### src/rtl/float_addsub_sequencer.sv
// float_addsub_sequencer: sequences single-precision add/sub requests into an external adder core,
// short-circuiting special operands and bounding the wait for the core's result.
module float_addsub_sequencer #(
   parameter int TIMEOUT_CYC = 63
) (
   input  logic        clk,
   input  logic        rst,
   input  logic        in_valid,
   output logic        in_ready,
   input  logic [31:0] in_a,
   input  logic [31:0] in_b,
   input  logic        in_op,
   output logic        core_signA,
   output logic [7:0]  core_expA,
   output logic [22:0] core_mantA,
   output logic        core_signB,
   output logic [7:0]  core_expB,
   output logic [22:0] core_mantB,
   output logic        core_op,
   output logic        core_load,
   input  logic        core_signOut,
   input  logic [7:0]  core_expOut,
   input  logic [22:0] core_mantOut,
   input  logic        core_valid,
   output logic        out_valid,
   input  logic        out_ready,
   output logic [31:0] out_result,
   output logic [1:0]  out_flags
);
   localparam int CW = $clog2(TIMEOUT_CYC + 1);
   localparam logic [31:0] QNAN = 32'h7FC00000;

   typedef enum logic [2:0] {IDLE, CLASSIFY, LOAD0, LOAD1, WAIT, DONE} state_t;

   state_t        state;
   logic [31:0]   a_reg, b_reg;
   logic          op_reg;
   logic [CW-1:0] cnt;

   logic        sa, sb, nan_a, nan_b, inf_a, inf_b, z_a, z_b, same_mag, byp;
   logic [31:0] eff_b, byp_res;

   assign in_ready   = state == IDLE;
   assign core_signA = a_reg[31];
   assign core_expA  = a_reg[30:23];
   assign core_mantA = a_reg[22:0];
   assign core_signB = b_reg[31];
   assign core_expB  = b_reg[30:23];
   assign core_mantB = b_reg[22:0];
   assign core_op    = op_reg;

   assign sa       = a_reg[31];
   assign sb       = b_reg[31] ^ op_reg;
   assign eff_b    = {sb, b_reg[30:0]};
   assign nan_a    = a_reg[30:23] == 8'hFF && a_reg[22:0] != '0;
   assign nan_b    = b_reg[30:23] == 8'hFF && b_reg[22:0] != '0;
   assign inf_a    = a_reg[30:23] == 8'hFF && a_reg[22:0] == '0;
   assign inf_b    = b_reg[30:23] == 8'hFF && b_reg[22:0] == '0;
   assign z_a      = a_reg[30:23] == 8'h00;
   assign z_b      = b_reg[30:23] == 8'h00;
   assign same_mag = a_reg[30:0] == b_reg[30:0] && sa != sb;
   assign byp      = nan_a | nan_b | inf_a | inf_b | z_a | z_b | same_mag;

   // Priority order matters: NaN, then inf conflicts, then zeros, then exact cancellation.
   assign byp_res = (nan_a | nan_b | (inf_a & inf_b & (sa != sb))) ? QNAN :
                    inf_a       ? a_reg :
                    inf_b       ? eff_b :
                    (z_a & z_b) ? 32'h0 :
                    z_a         ? eff_b :
                    z_b         ? a_reg : 32'h0;

   always_ff @(posedge clk) begin
      if (rst) begin
         state      <= IDLE;
         a_reg      <= '0;
         b_reg      <= '0;
         op_reg     <= 1'b0;
         cnt        <= '0;
         core_load  <= 1'b0;
         out_valid  <= 1'b0;
         out_result <= '0;
         out_flags  <= '0;
      end else begin
         case (state)
            IDLE: if (in_valid) begin
               a_reg  <= in_a;
               b_reg  <= in_b;
               op_reg <= in_op;
               state  <= CLASSIFY;
            end
            CLASSIFY: if (byp) begin
               out_result <= byp_res;
               out_flags  <= 2'b01;
               out_valid  <= 1'b1;
               state      <= DONE;
            end else begin
               core_load <= 1'b1;
               state     <= LOAD0;
            end
            LOAD0: state <= LOAD1;
            LOAD1: begin
               core_load <= 1'b0;
               cnt       <= '0;
               state     <= WAIT;
            end
            WAIT: if (core_valid) begin
               out_result <= core_expOut == 8'hFF ? {core_signOut, 8'hFF, 23'h0}
                                                  : {core_signOut, core_expOut, core_mantOut};
               out_flags  <= 2'b00;
               out_valid  <= 1'b1;
               state      <= DONE;
            end else if (cnt == CW'(TIMEOUT_CYC - 1)) begin
               out_result <= QNAN;
               out_flags  <= 2'b10;
               out_valid  <= 1'b1;
               state      <= DONE;
            end else begin
               cnt <= cnt + 1'b1;
            end
            DONE: if (out_ready) begin
               out_valid <= 1'b0;
               state     <= IDLE;
            end
            default: state <= IDLE;
         endcase
      end
   end
endmodule

### config.mk
export PLATFORM = sky130hd
export DESIGN_NAME = float_addsub_sequencer
export DESIGN_NICKNAME = d
export VERILOG_FILES = /design/src/rtl/float_addsub_sequencer.sv
export SDC_FILE = /design/constraint.sdc
export NUM_CORES = 1
export LEC_CHECK = 0
export BUFFER_PORTS_ARGS = -buffer_cell sky130_fd_sc_hd__buf_4
export CAP_MARGIN = 10
export CORE_ASPECT_RATIO = 1.4
export CORE_MARGIN = 2
export CORE_UTILIZATION = 30
export DETAILED_ROUTE_END_ITERATION = 10
export PLACE_DENSITY_LB_ADDON = 0.3
export SLEW_MARGIN = 20
export SYNTH_ARGS = -nofsm -noshare
export SYNTH_HDL_FRONTEND = slang
export SYNTH_SLANG_ARGS = --single-unit
### constraint.sdc
create_clock -name clk -period 2.8 [get_ports clk]
set_input_delay 0.84 -clock clk [delete_from_list [all_inputs] [get_ports clk]]
set_output_delay 0.84 -clock clk [all_outputs]
set_load 0.01 [all_outputs]
[Word-level counts from Yosys, hierarchy flattened]
Cells that the tools add are included.
Word-level totals
  bits in registers: 110
  output and inout port bits: 102
  word-level logic and storage cells: 92
Operators by class
  add/subtract/negate cells: 1
  equality and inequality tests: 18
  muxes and demuxes: 31
  bitwise gates (word level): 11
  reduce and logical (&&, ||, !) cells: 22
Operator list (number)
  32-bit two-way mux: 9
  32-bit case mux with 2 select lines: 1
  23-bit logical NOT: 2
  23-bit nonzero test: 2
  31-bit equality test: 1
  31-bit two-way mux: 1
  8-bit equality test (second input constant): 3
  3-bit case mux with 6 select lines: 1
  8-bit logical NOT: 2
  3-bit two-way mux: 5
  6-bit two-way mux: 2
  2-bit inequality test (second input constant): 6
  6-bit case mux with 2 select lines: 1
  3-bit AND reduction: 3
  1-bit bitwise OR: 7
  6-bit by 1-bit adder with 6-bit output (second input constant): 1
  3-bit by 2-bit equality test with 1-bit output (second input constant): 2
  3-bit equality test (second input constant): 2
  6-bit equality test (second input constant): 1
  2-bit two-way mux: 3
  2-bit nonzero test: 3
  1-bit logical AND: 5
  1-bit two-way mux: 5
  2-bit case mux with 2 select lines: 1
  11 further kinds: 14

[Logic depth before layout (Yosys ltp)]
Gate-level depths: netlist (run 1).
  depth after elaboration: 10
  depth in mapped cells: 9

[Worst setup path before layout (run 1)]
OpenSTA, ideal clock, no wires.
  path type: register to register
  start: reg b_reg[27]
  end: reg out_result[17]
  setup time: 0.130 ns
  arrival: 1.947 ns
  required time: 2.670 ns
  setup slack: 0.723 ns
  stages on the path, launching flop included: 9
  buffers on the path: 2
  clock period less this slack: 2.077 ns
  path through: dfxtp_1 > or4_1 > or2_0 > nand4_1 > a22o_2 > o21ba_1 > buf_2 > buf_6 > o32ai_2
Between the ends
  cells in the longest elaborated chain, start to end: 10
  elaborated cells between the ends (all ways): 26
  classes of those cells: eq/ne (3); mux (8); bitwise (10); reduce/logical (5)
RTL lines
  start: declaration: line 36  | logic [31:0] a_reg, b_reg;
  start signal: assignment: line 87  | b_reg <= in_b;
  8-bit equality test: line 56, 58
  1-bit logical AND: line 56  | assign nan_b = b_reg[30:23] == 8'hFF && b_reg[22:0] != '0;
  1-bit bitwise OR: line 62, 65
  1-bit bitwise OR (5 in a row): line 62  | assign byp = nan_a | nan_b | inf_a | inf_b | z_a | z_b | same_mag;
  2-bit inequality test (no line)
  3-bit AND reduction (no line)
  end signal: assignment: line 92  | out_result <= byp_res;
  end signal: assignment: line 107  | out_result <= core_expOut == 8'hFF ? {core_signOut, 8'hFF, 23'h0}
  end: declaration: line 27  | output logic [31:0] out_result,
Several ways; a longest one is shown, not always the timed one. The select of a mux whose other input is x is not followed.
A chain may end at the register's enable or synchronous reset.

[Worst setup path in the final report (run 1)]
  start: reg a_reg[1]
  end: reg out_result[5]
Between the ends
  cells in the longest elaborated chain, start to end: 10
  elaborated cells between the ends (all ways): 21
  classes of those cells: eq/ne (2); mux (4); bitwise (9); reduce/logical (6)
RTL lines
  start: declaration: line 36
  start signal: assignment: line 86  | a_reg <= in_a;
  23-bit nonzero test: line 55  | assign nan_a = a_reg[30:23] == 8'hFF && a_reg[22:0] != '0;
  1-bit logical AND: line 55
  1-bit bitwise OR: line 62, 65
  1-bit bitwise OR (5 in a row): line 62
  2-bit inequality test (no line)
  3-bit AND reduction (no line)
Several ways; a longest one is shown, not always the timed one. The select of a mux whose other input is x is not followed.

==> impl_results.md, run 1 <==
* Post_cts resized at 1
* Async set-reset flop share out of synthesis at 0%
* Number of I/O port buffers at 203
* Final setup viols at 0
* Iteration-0 DRC Markers at 557
* Drc violations at 0
* EDFF count, synth at 0
* I/O Pins at 204
* CTS Buf Count at 9
* First-pass GRT wire length at 33400 microns
* N_diodes at 0
* Placed cells at 1115
* CTS tree: yes
* Critical path's slowest cell: o221a_2
* Final setup margin at 163 ps
* H-tree Lvls at 3
* Slowest stage delay, CP at 480 ps
* Fmax at 379 MHz
* Top Metal Used: met4
* Grt total ovfl at 0
* Leakage power at 3.19 nW
* Yosys reg bits at 110
* Hold Path Depth at 1
* Syn Area/Cell at 8.32 sq um
* Worst-case clock buffer depth at 2
* Rel. slew slack at 54.4%
* # nets final at 986
* CP top delay family: compound AO/OA/AOI/OAI gates
* Critical path launch point type: flop
* DRT Pass-1 Iters at 7
* Reg2Reg Depth at 7
* DP Worst Slack at 16.6 ps
* RSZ-0062 raised after global routing: no
* Post-CTS setup buffer count at 0
* Total global-route track usage at 21.6%
* Endpoints failing hold at 0
* Core Region at 18500 sq um
* Clk sinks at 110
* Mapped Nets at 781
* Finished Layout Cells at 1131
* DIE AREA at 19900 sq um
* Ys Warns at 0
* Avg Vias per Cell at 5.28
* Worst Path Required at 3070 ps
* Routed wire length at 22000 microns
* DR WL/cell at 19.5 microns
* Most frequent cells in the layout: 242 x buf_4, 139 x nand2_1, 110 x dfxtp_1
* Outcome: complete, no violations
* Post-synthesis sequential area ratio at 39.1%
* Clock Latency Late Sink at 370 ps
* Root Buffer: clkbuf_16
* Most common cell after layout, fill and taps aside: buf_4
* Area grow syn2layout at 41.2%
* Met2 routed WL at 11600 microns
* Vias in the first global route at 5860
* Max-cap viol count at 0
* Skew final at 13.1 ps
* Period minus WS final at 2640 ps
* Crit-path cells: nor4_2 -> nand4_1 -> a211oi_1 -> o221a_2 -> buf_12 -> a21oi_1 -> o32ai_2
* Num rows at 59
* Die height at 166 microns
* Met3 WL at 1470 microns
* Placer Congestion at 0.879
* Max VDD drop at 361 uV
* Total power at 7.76 mW
* Synth Cell Area at 5630 sq um
* CP arrival at 2910 ps
* Gate Count Post-Synth at 677
* Tightest Pin Transition at 678 ps
* Setup TNS at 0 ps
* Largest net degree at the start of global routing at 68
* Final ANT Viol Nets at 0
* Cell Pwr Density at 976 nW/um^2
* Share of layout cells above drive strength 1 at 33.1%
* Worst path buffer plus inverter count at 1
* Initial antenna violation count at 0
* M1 WL at 8560 microns
* Die W at 120 microns
* Clock-pin slew on the worst setup and hold paths at 80 ps
* Critical path peak fanout at 20
* Max Slew Vio Count at 0
* Critical Path Sink Type: flop
* Detailed-route via count at 5974
* HP Class: flop to flop
* Main flop type after synthesis: dfxtp_1
* Starting Density at 30.4%
* Final period util at 94.2%
* Stages on worst setup path at 7
* Final core utilization at 42.9%
* Critical path type: flop to flop
* Hold buffers post-CTS at 0
* Post-synth cell types at 54
* Hpwl dp at 16400 microns
-- power breakdown --
part | internal [mW] | switching, mW | total [mW]
Sequential | 1.89 | 0.403 | 2.30
Clock | 0.719 | 0.617 | 1.34
Combinational | 1.75 | 2.38 | 4.12
-- cell type report --
cell class,count,area (sq um)
multi-input cells,509,3210
fillers,1916,10600
well taps,244,305
repair buffers,247,1920
flip-flops and latches,110,2200
clock buffers,11,243
inverters,5,18.8
clock inverters,5,58.8
-- synthesized netlist by cell type (all sizes together) (2+ instances only) --
cell     count  share of area [%]
a21oi       97                8.6
or4          3               0.40
nand2b      33                3.7
clkbuf      41                2.7
inv          5               0.33
o31ai        2               0.27
o21ai       12                1.1
o32ai       23                6.2
nor4        17                1.9
a222oi      22                3.9
nand2      140                9.3
nand4       23                2.6
a41oi        3               0.47
o21a         2               0.27
mux2i        9                1.6
o2bb2ai      2               0.31
ha           2               0.44
a211oi       4               0.53
or2          3               0.33
dfxtp      110                 39
a211o        8                1.2
o21bai       2               0.27
nor2b        4               0.44
buf         12                1.3
nor3         6               0.53
nand3        7               0.62
xnor2       34                5.3
and2         2               0.22
and3         2               0.22
nor2        24                1.6
a2bb2oi      8                1.2
-- cell families (layout without fill, tap and decap cells) --
kind of cell / after synthesis / count (layout) / synth area share, %
DFF: 110 / 110 / 39.1
buffers and inverters: 58 / 268 / 4.40
AOI/OAI and AO/OA: 194 / 194 / 26.3
muxes: 10 / 10 / 1.80
adders and majority gates: 2 / 2 / 0.444
and+or+nand+nor: 268 / 268 / 22.5
xor gates and xnor gates: 35 / 35 / 5.44
-- layer usage --
| layer | global-route usage [%] | up-vias |
|---|---|---|
| met2 | 38.7 | 242 |
| met4 | 6.80 | 0 |
| met1 | 25.7 | 2830 |
| met3 | 4.05 | 23 |
| met5 | 0 | - |
| li1 | - | 2879 |
-- worst register-to-register path: stages (launching register included) --
cell and delay, ps:
dfxtp_1 390, nor4_2 450, nand4_1 390, a211oi_1 340
o221a_2 480, buf_12 210, a21oi_1 70, o32ai_2 220
-- worst paths after layout --
path,from,endpoint,slack [ps]
max,a_reg[1],out_result[5],160
min,cnt[4],cnt[4],470
max reg2reg,a_reg[1],out_result[5],160
min reg2reg,cnt[4],cnt[4],470
-- metrics by stage --
step | cell area, sq um | hold WS (ps)
2_1_floorplan | 5630 | 433
3_3_place_gp | 7640 | 447
3_5_place_dp | 7640 | 459
4_1_cts | 7950 | 472
5_1_grt | 7950 | 495
6_report | 7950 | 468
Note: power is estimated with default switching activity, not from simulation.
==> run 2, diff against run 1 <==
- clock period: 2.8 -> 3.3 ns (I/O delays scaled with it)
==> run 2 against run 1 <==
  * Routed wire length down 4.3%
  * Clock skew is 3.7 ps lower
  * Die area unchanged
  * Count of clock-buffer cells in the layout is 1 higher
  * Combinational power is 20% lower
  * Maximum frequency decreased by 5.4%
  * Via count shrank 0.79%
  * Utilization shrank 1.0 points
  * Highest routed layer unchanged
==> impl_results.md, run 2 (synthesis results as in run 1) <==
* Endpoints failing hold at 0 (unchanged)
* Critical Path Sink Type: flop (unchanged)
* Core Region at 18500 sq um (unchanged)
* Die height at 166 microns (unchanged)
* Most common cell after layout, fill and taps aside: buf_4 (unchanged)
* CTS Buf Count at 9 (unchanged)
* N_diodes at 0 (unchanged)
* CP arrival at 3070 ps (was 2910 ps)
* Final setup viols at 0 (unchanged)
* Hold buffers post-CTS at 0 (unchanged)
* Critical path type: flop to flop (unchanged)
* H-tree Lvls at 3 (unchanged)
* Max-cap viol count at 0 (unchanged)
* CTS tree: yes (unchanged)
* Detailed-route via count at 5927 (was 5974)
* Max VDD drop at 344 uV (was 361 uV)
* Critical path peak fanout at 32 (was 20)
* # nets final at 966 (was 986)
* Rel. slew slack at 54.2% (was 54.4%)
* Die W at 120 microns (unchanged)
* Period minus WS final at 2790 ps (was 2640 ps)
* Largest net degree at the start of global routing at 47 (was 68)
* DIE AREA at 19900 sq um (unchanged)
* Max Slew Vio Count at 0 (unchanged)
* Starting Density at 30.4% (unchanged)
* Setup TNS at 0 ps (unchanged)
* Num rows at 59 (unchanged)
* Worst Path Required at 3580 ps (was 3070 ps)
* Critical path launch point type: flop (unchanged)
* Number of I/O port buffers at 203 (unchanged)
* RSZ-0062 raised after global routing: no (unchanged)
* Top Metal Used: met4 (unchanged)
* Drc violations at 0 (unchanged)
* Root Buffer: clkbuf_16 (unchanged)
* Most frequent cells in the layout: 224 x buf_4, 139 x nand2_1, 110 x dfxtp_1 (was 242 x buf_4, 139 x nand2_1, 110 x dfxtp_1)
* Placer Congestion at 0.853 (was 0.879)
* Skew final at 9.46 ps (was 13.1 ps)
* Hpwl dp at 15700 microns (was 16400 microns)
* Post-CTS setup buffer count at 0 (unchanged)
* DRT Pass-1 Iters at 6 (was 7)
* Tightest Pin Transition at 680 ps (was 678 ps)
* I/O Pins at 204 (unchanged)
* Final core utilization at 41.9% (was 42.9%)
* Cell Pwr Density at 827 nW/um^2 (was 976 nW/um^2)
* Post_cts resized at 0 (was 1)
* Hold_ws at 477 ps (was 468 ps)
* Worst-case clock buffer depth at 2 (unchanged)
* Clock-pin slew on the worst setup and hold paths at 70 ps (was 80 ps)
* DR WL/cell at 19.0 microns (was 19.5 microns)
* M1 WL at 8370 microns (was 8560 microns)
* Routed wire length at 21100 microns (was 22000 microns)
* Met3 WL at 1400 microns (was 1470 microns)
* Total power at 6.41 mW (was 7.76 mW)
* Final ANT Viol Nets at 0 (unchanged)
* HP Class: flop to flop (unchanged)
* Final period util at 84.5% (was 94.2%)
* Met2 routed WL at 10700 microns (was 11600 microns)
* Total global-route track usage at 20.7% (was 21.6%)
* Area grow syn2layout at 37.7% (was 41.2%)
* Layout fillers at 1883 (was 1916)
* Grt total ovfl at 0 (unchanged)
* Clk sinks at 110 (unchanged)
* Leakage power at 3.07 nW (was 3.19 nW)
* Vias in the first global route at 5708 (was 5860)
* Avg Vias per Cell at 5.34 (was 5.28)
* Iteration-0 DRC Markers at 595 (was 557)
* First-pass GRT wire length at 32100 microns (was 33400 microns)
* Share of layout cells above drive strength 1 at 31.3% (was 33.1%)
* Initial antenna violation count at 0 (unchanged)
* Outcome: complete, no violations (unchanged)
* Clock Latency Late Sink at 360 ps (was 370 ps)
* Fmax at 359 MHz (was 379 MHz)
run 2: changes by cell type in the layout (fill, tap and decap cells not counted), sizes merged:
cell / delta
clkinv: -1
clkinvlp: -2
clkbuf: +1
inv: +1
buf: -20
run 2: critical path, cell delays in order (launching register included):
cell,delay (ps)
dfxtp_1,370
nor4_1,640
nand4bb_1,480
o2bb2ai_2,250
buf_4,380
a2bb2oi_1,150
a211o_1,300
mux2i_1,140
run 2: layer usage:
metal / track usage [%] / up-vias
li1: - / 2827
met1: 24.7 / 2838
met2: 36.2 / 231
met3: 4.16 / 31
met4: 7.77 / 0
met5: 0 / -
run 2: final timing paths:
check                     from             end  slack, ps  cells past startpoint
hold reg to reg   out_flags[1]    out_flags[1]        480                      2
setup reg to reg      a_reg[5]  out_result[23]        510                      7
hold / removal    out_flags[1]    out_flags[1]        480                      2
setup / recovery      a_reg[5]  out_result[23]        510                      7
run 2: report_power, final:
group          internal, mW  switching, mW  leakage [nW]
sequential             1.61          0.397         0.897
combinational          1.39           1.91          2.03
clock                 0.609          0.504         0.143
run 2: area by class of cell:
type | instances | area, sq um | area share, %
Tap cell | 244 | 305 | 3.94
Clock inverter | 3 | 43.8 | 0.565
Sequential cell | 110 | 2200 | 28.4
Multi-Input combinational cell | 509 | 3200 | 41.2
Timing Repair Buffer | 227 | 1740 | 22.5
Clock buffer | 12 | 246 | 3.18
Inverter | 5 | 18.8 | 0.242
run 2: metrics by stage:
| stage | setup slack, ps | instance area (sq um) | cells |
|---|---|---|---|
| 4_1_cts | 549 | 7760 | 1110 |
| 3_5_place_dp | 567 | 7470 | 1095 |
| 6_report | 512 | 7760 | 1110 |
| 2_1_floorplan | 1090 | 5630 | 677 |
| 5_1_grt | 307 | 7760 | 1110 |
| 3_3_place_gp | 622 | 7470 | 1095 |
